--- config.mk ---
export PLATFORM = sky130hd
export DESIGN_NAME = muldiv_unit
export DESIGN_NICKNAME = d
export VERILOG_FILES = /design/src/rtl/muldiv_pkg.sv /design/src/rtl/muldiv_step.sv /design/src/rtl/muldiv_unit.sv
export SDC_FILE = /design/constraint.sdc
export NUM_CORES = 1
export LEC_CHECK = 0
export BUFFER_PORTS_ARGS = -buffer_cell sky130_fd_sc_hd__buf_4
export CORE_MARGIN = 4
export CORE_UTILIZATION = 25
export CTS_CLUSTER_DIAMETER = 150
export DETAILED_ROUTE_END_ITERATION = 6
export PLACE_DENSITY = 0.41
export SLEW_MARGIN = 20
export SYNTH_ARGS = -nofsm -noshare
export SYNTH_HDL_FRONTEND = slang
export SYNTH_SLANG_ARGS = --single-unit
--- constraint.sdc ---
create_clock -name clk -period 3.9 [get_ports clk]
set_input_delay 0.39 -clock clk [delete_from_list [all_inputs] [get_ports clk]]
set_output_delay 0.39 -clock clk [all_outputs]
set_load 0.01 [all_outputs]
--- src/rtl/muldiv_pkg.sv ---
// Shared types for the sequential multiply/divide unit.
package muldiv_pkg;
    localparam int MD_WIDTH = 8;
    localparam int MD_ITER  = MD_WIDTH;

    typedef enum logic [1:0] {
        MULLO = 2'b00,
        MULHI = 2'b01,
        DIVQ  = 2'b10,
        DIVR  = 2'b11
    } muldiv_op_t;

    typedef enum logic [1:0] {
        IDLE = 2'b00,
        CALC = 2'b01,
        WB   = 2'b10
    } muldiv_state_t;
endpackage

--- src/rtl/muldiv_step.sv ---
// One combinational iteration: LSB-first shift-add multiply or MSB-first restoring divide.
module muldiv_step
    import muldiv_pkg::*;
#(
    parameter int WIDTH = MD_ITER,
    parameter int CW    = (WIDTH > 1) ? $clog2(WIDTH) : 1
) (
    input  logic                 i_div,
    input  logic [2*WIDTH-1:0]   i_acc,
    input  logic [WIDTH-1:0]     i_a,
    input  logic [WIDTH-1:0]     i_b,
    input  logic [CW-1:0]        i_idx,
    output logic [2*WIDTH-1:0]   o_acc
);
    logic [CW-1:0]  w_didx;
    logic           w_mbit;
    logic           w_dbit;
    logic [WIDTH:0] w_sum;
    logic [WIDTH:0] w_shift;
    logic [WIDTH:0] w_diff;

    assign w_didx  = CW'(WIDTH - 1) - i_idx;
    assign w_mbit  = i_b[i_idx];
    assign w_dbit  = i_a[w_didx];

    // Multiply: the upper half accumulates, carry kept in bit WIDTH of the sum.
    assign w_sum   = {1'b0, i_acc[2*WIDTH-1:WIDTH]} + (w_mbit ? {1'b0, i_a} : '0);

    // Divide: upper half is the partial remainder, lower half collects quotient bits.
    assign w_shift = {i_acc[2*WIDTH-1:WIDTH], w_dbit};
    assign w_diff  = w_shift - {1'b0, i_b};

    always_comb begin
        o_acc = '0;
        if (!i_div) begin
            o_acc = {w_sum, i_acc[WIDTH-1:1]};
        end else if (!w_diff[WIDTH]) begin
            o_acc = {w_diff[WIDTH-1:0], i_acc[WIDTH-2:0], 1'b1};
        end else begin
            o_acc = {w_shift[WIDTH-1:0], i_acc[WIDTH-2:0], 1'b0};
        end
    end
endmodule

--- src/rtl/muldiv_unit.sv ---
// Multi-cycle unsigned MUL/DIV; result returned through regfile write port 3.
// State | meaning: IDLE wait for start | CALC one iteration per cycle | WB one-cycle write strobe
module muldiv_unit
    import muldiv_pkg::*;
#(
    parameter int WIDTH = MD_WIDTH,
    parameter int AW    = 3
) (
    input  logic             clk,
    input  logic             rst_n,
    input  logic             start,
    input  logic [1:0]       op,
    input  logic [WIDTH-1:0] a,
    input  logic [WIDTH-1:0] b,
    input  logic [AW-1:0]    dst,
    output logic             busy,
    output logic             wb_we,
    output logic [AW-1:0]    wb_wa,
    output logic [WIDTH-1:0] wb_wd
);
    localparam int CW = (WIDTH > 1) ? $clog2(WIDTH) : 1;
    localparam logic [CW-1:0] LAST = CW'(WIDTH - 1);

    muldiv_state_t      r_state, w_state_nxt;
    muldiv_op_t         r_op, w_op_nxt;
    logic [WIDTH-1:0]   r_a, w_a_nxt;
    logic [WIDTH-1:0]   r_b, w_b_nxt;
    logic [AW-1:0]      r_dst, w_dst_nxt;
    logic [2*WIDTH-1:0] r_acc, w_acc_nxt;
    logic [CW-1:0]      r_cnt, w_cnt_nxt;
    logic               r_busy, w_busy_nxt;
    logic               r_wb_we, w_we_nxt;
    logic [AW-1:0]      r_wb_wa, w_wa_nxt;
    logic [WIDTH-1:0]   r_wb_wd, w_wd_nxt;

    logic               w_is_div;
    logic [2*WIDTH-1:0] w_step_acc;
    logic [WIDTH-1:0]   w_result;

    assign w_is_div = (r_op == DIVQ) || (r_op == DIVR);

    muldiv_step #(.WIDTH(WIDTH), .CW(CW)) u_step (
        .i_div (w_is_div),
        .i_acc (r_acc),
        .i_a   (r_a),
        .i_b   (r_b),
        .i_idx (r_cnt),
        .o_acc (w_step_acc)
    );

    // Low half holds product-low or quotient, high half product-high or remainder.
    always_comb begin
        w_result = w_step_acc[WIDTH-1:0];
        case (r_op)
            MULHI, DIVR: w_result = w_step_acc[2*WIDTH-1:WIDTH];
            default:     w_result = w_step_acc[WIDTH-1:0];
        endcase
    end

    always_comb begin
        w_state_nxt = r_state;
        w_op_nxt    = r_op;
        w_a_nxt     = r_a;
        w_b_nxt     = r_b;
        w_dst_nxt   = r_dst;
        w_acc_nxt   = r_acc;
        w_cnt_nxt   = r_cnt;
        w_busy_nxt  = r_busy;
        w_we_nxt    = 1'b0;
        w_wa_nxt    = r_wb_wa;
        w_wd_nxt    = r_wb_wd;
        unique case (r_state)
            IDLE: begin
                if (start) begin
                    w_op_nxt    = muldiv_op_t'(op);
                    w_a_nxt     = a;
                    w_b_nxt     = b;
                    w_dst_nxt   = dst;
                    w_acc_nxt   = '0;
                    w_cnt_nxt   = '0;
                    w_busy_nxt  = 1'b1;
                    w_state_nxt = CALC;
                end
            end
            CALC: begin
                w_acc_nxt = w_step_acc;
                w_cnt_nxt = r_cnt + CW'(1);
                if (r_cnt == LAST) begin
                    w_cnt_nxt   = '0;
                    w_state_nxt = WB;
                    w_we_nxt    = 1'b1;
                    w_wa_nxt    = r_dst;
                    w_wd_nxt    = w_result;
                end
            end
            WB: begin
                w_busy_nxt  = 1'b0;
                w_state_nxt = IDLE;
            end
            default: begin
                w_busy_nxt  = 1'b0;
                w_state_nxt = IDLE;
            end
        endcase
    end

    always_ff @(posedge clk) begin
        if (!rst_n) begin
            r_state <= IDLE;
            r_op    <= MULLO;
            r_a     <= '0;
            r_b     <= '0;
            r_dst   <= '0;
            r_acc   <= '0;
            r_cnt   <= '0;
            r_busy  <= 1'b0;
            r_wb_we <= 1'b0;
            r_wb_wa <= '0;
            r_wb_wd <= '0;
        end else begin
            r_state <= w_state_nxt;
            r_op    <= w_op_nxt;
            r_a     <= w_a_nxt;
            r_b     <= w_b_nxt;
            r_dst   <= w_dst_nxt;
            r_acc   <= w_acc_nxt;
            r_cnt   <= w_cnt_nxt;
            r_busy  <= w_busy_nxt;
            r_wb_we <= w_we_nxt;
            r_wb_wa <= w_wa_nxt;
            r_wb_wd <= w_wd_nxt;
        end
    end

    assign busy  = r_busy;
    assign wb_we = r_wb_we;
    assign wb_wa = r_wb_wa;
    assign wb_wd = r_wb_wd;
endmodule

==> impl_metrics.toml <==
[floorplanning]
num_io_pins = 37
rows = 40
coreArea_um2 = 12200
die_x_um = 121
dieArea_um2 = 14600
die_y_um = 121
start_util = 0.260

[clocking]
cts_resized = 0
cts.htree.levels = 2
clk_latency_ns = 0.29
cts_tree = "yes"
cts_buffers = 5
root_buffer = "clkbuf_16"
clock-sinks = 55
cts_buffer_depth = 2
post-cts-setup-buffers = 0
path_clk_slew_ns = 0.08
postCtsHoldBufs = 0

[power]
power_density_nw_per_um2 = 354
p_leak_nw = 1.49
finalPower_mw = 1.34
peakVddDrop_mv = 0.219

[finish]
drive_above_1_share = 0.169
fillCellCount = 1355
design_area_um2 = 3790
syn2layout_area_growth_pct = 19.4
fin_nets = 452
stdcell_count = 577
num_antenna_cells = 0

[hold_path]
hold_path_class = "in2reg"

[grt]
track_usage = 0.123
grt_max_degree = 26
antenna_found_initial = 0
grt-ovfl-total = 0
grt_pass1_vias = 2729
grt_pass1_wl_um = 14500

[run_status]
outcome = "finished clean"

[synthesis]
yosysUniqueCellTypes = 48
netlist_area_um2 = 3170
synth_edf_count = 0
synth_area_leader_cell = "dfxtp_1"
syn_nets = 424
yosys_register_bits = 55
yosys_warnings = 0
synth_area_leaders = "dfxtp_1 35%, nand2_1 7.3%, ha_1 7.1%"
syn_inst = 380
ys.flop_type = "dfxtp_1"
syn_area_per_cell_um2 = 8.35
synth_seq_area_share = 0.347
yosysTopAreaCellShare = 0.347
postSynth.asyncResetShare = 0

[routing]
vias = 2792
drt_iter0_drc = 116
wl_um = 8660
vias_per_cell = 4.84
ant_nets = 0
drcViolationCount = 0
drtPass1Iterations = 4
wire_per_inst_um = 15.0

[worst_setup_path]
crit_buf_inv = 1
endpoint_kind = "flop"
crit_chain = "mux4_2 > mux2i_1 > ha_1 > inv_1 > fa_1 > a211oi_2 > o211ai_1 > o211ai_4 > mux2_2 > a211oi_1 > a2111oi_2"
cp_slowest_cell = "mux4_2"
crit_type = "reg2reg"
required_ns = 4.06
cp_data_arrival_time_ns = 3.71
crit_fanout = 8
start_kind = "flop"
critPathTopFamily = "multiplexers"
cp_slowest_stage_delay_ns = 0.54

[timing]
slew_violations = 0
tns_ns = 0
setup-violations-final = 0
worst_slew_pin_slew_ns = 0.755
relSlewSlack = 0.497
hold_viol = 0
rsz0062_at_grt = "no"
period_share = 0.910
period_needed_ns = 3.55
fin_worst_skew_ns = 0.00837
fmax_mhz = 282

[place]
dp_cells = 569
gp_routability_congestion = 0.873
dp_hpwl_um = 6610
placed_area_um2 = 3620
place.port_buffers = 36

[run]
cap_violations = 0
[power by group]
part	switching, mW	internal, mW	leakage, nW
clock network	0.213	0.306	0.0804
logic	0.123	0.0973	0.961
registers	0.0217	0.579	0.447
[worst min-delay path, stage by stage]
cell and delay (ns):
buf_4 0.11, nand2_1 0.04, a21oi_1 0.05
[layout make-up]
class	instances	area, um^2	share of cell area
Sequential cell	55	1100	0.291
Clock inverter	3	46.3	0.0122
Clock buffer	5	125	0.0330
Tap cell	168	210	0.0555
Inverter	15	56.3	0.0149
Timing Repair Buffer	41	308	0.0813
Multi-Input combinational cell	290	1940	0.512
[cell usage in the layout (no fill, tap or decap), drive strengths merged, types with 2 or more instances in the layout]
cell | Yosys | routed
mux4 | 4 | 4
nand2b | 5 | 5
and3 | 6 | 6
buf | 1 | 41
nor3b | 2 | 2
a41oi | 2 | 2
o21ai | 18 | 18
a211oi | 9 | 9
o21bai | 3 | 3
xnor2 | 6 | 6
a221oi | 3 | 3
a31oi | 2 | 2
nor3 | 5 | 5
inv | 14 | 15
mux2i | 9 | 9
fa | 2 | 2
nand2 | 62 | 62
a2111oi | 2 | 2
a211o | 3 | 3
mux2 | 9 | 9
a21o | 3 | 3
ha | 18 | 18
a21oi | 37 | 37
dfxtp | 55 | 55
nor2 | 26 | 26
a22oi | 10 | 10
nor2b | 10 | 10
xor2 | 5 | 5
and2 | 2 | 2
clkbuf | 19 | 5
o211ai | 6 | 6
nand3 | 11 | 11
[synth_stat cells (all sizes together), types with 5 or more instances]
| cell | count |
|---|---|
| nor2b | 10 |
| dfxtp | 55 |
| mux2i | 9 |
| nand2b | 5 |
| xor2 | 5 |
| nand2 | 62 |
| a211oi | 9 |
| o211ai | 6 |
| nand3 | 11 |
| inv | 14 |
| nor3 | 5 |
| clkbuf | 19 |
| ha | 18 |
| nor2 | 26 |
| xnor2 | 6 |
| a21oi | 37 |
| and3 | 6 |
| o21ai | 18 |
| a22oi | 10 |
| mux2 | 9 |
[through the flow]
step / worst slack, ns / hold WS, ns / utilization
final: 0.350 / 0.337 / 0.310
after CTS: 0.303 / 0.327 / 0.310
after global routing: 0.0795 / 0.331 / 0.310
after global placement: 0.403 / 0.445 / 0.296
after floorplan: 0.647 / 0.432 / -
after detailed placement: 0.333 / 0.450 / 0.296
[registers in the layout (all words and copies together) (netlist names)]
signal,cells
wb_we,1
wb_wd,8
r_acc,16
r_op,2
r_dst,3
r_a,8
r_cnt,3
r_state,2
r_b,8
wb_wa,3
busy,1
[kinds of logic after synthesis]
kind of cell	synth area share
compound gates	0.222
xor+xnor	0.0304
fa+ha+maj	0.0836
buf+inv	0.0414
flops	0.347
mux	0.0887
simple gates	0.187
[path summary, 6_finish.rpt]
| kind | start | endpoint | slack (ns) | cells after the start |
|---|---|---|---|---|
| worst max-delay path | r_cnt[1] | wb_wd[2] | 0.35 | 11 |
| worst min-delay path | a[4] | r_a[4] | 0.34 | 3 |
| worst max register to register | r_cnt[1] | wb_wd[2] | 0.35 | 11 |
| worst min register to register | r_dst[1] | wb_wa[1] | 0.46 | 2 |
[per-layer routing]
layer / up-vias / GRT usage / share of wire
met5: - / 0 / 0
met4: 0 / 0.0198 / 0.0066
met3: 4 / 0.0267 / 0.049
met2: 62 / 0.197 / 0.47
met1: 1316 / 0.173 / 0.48
li1: 1410 / - / -
No activity file was read; power rests on OpenSTA's default activity.
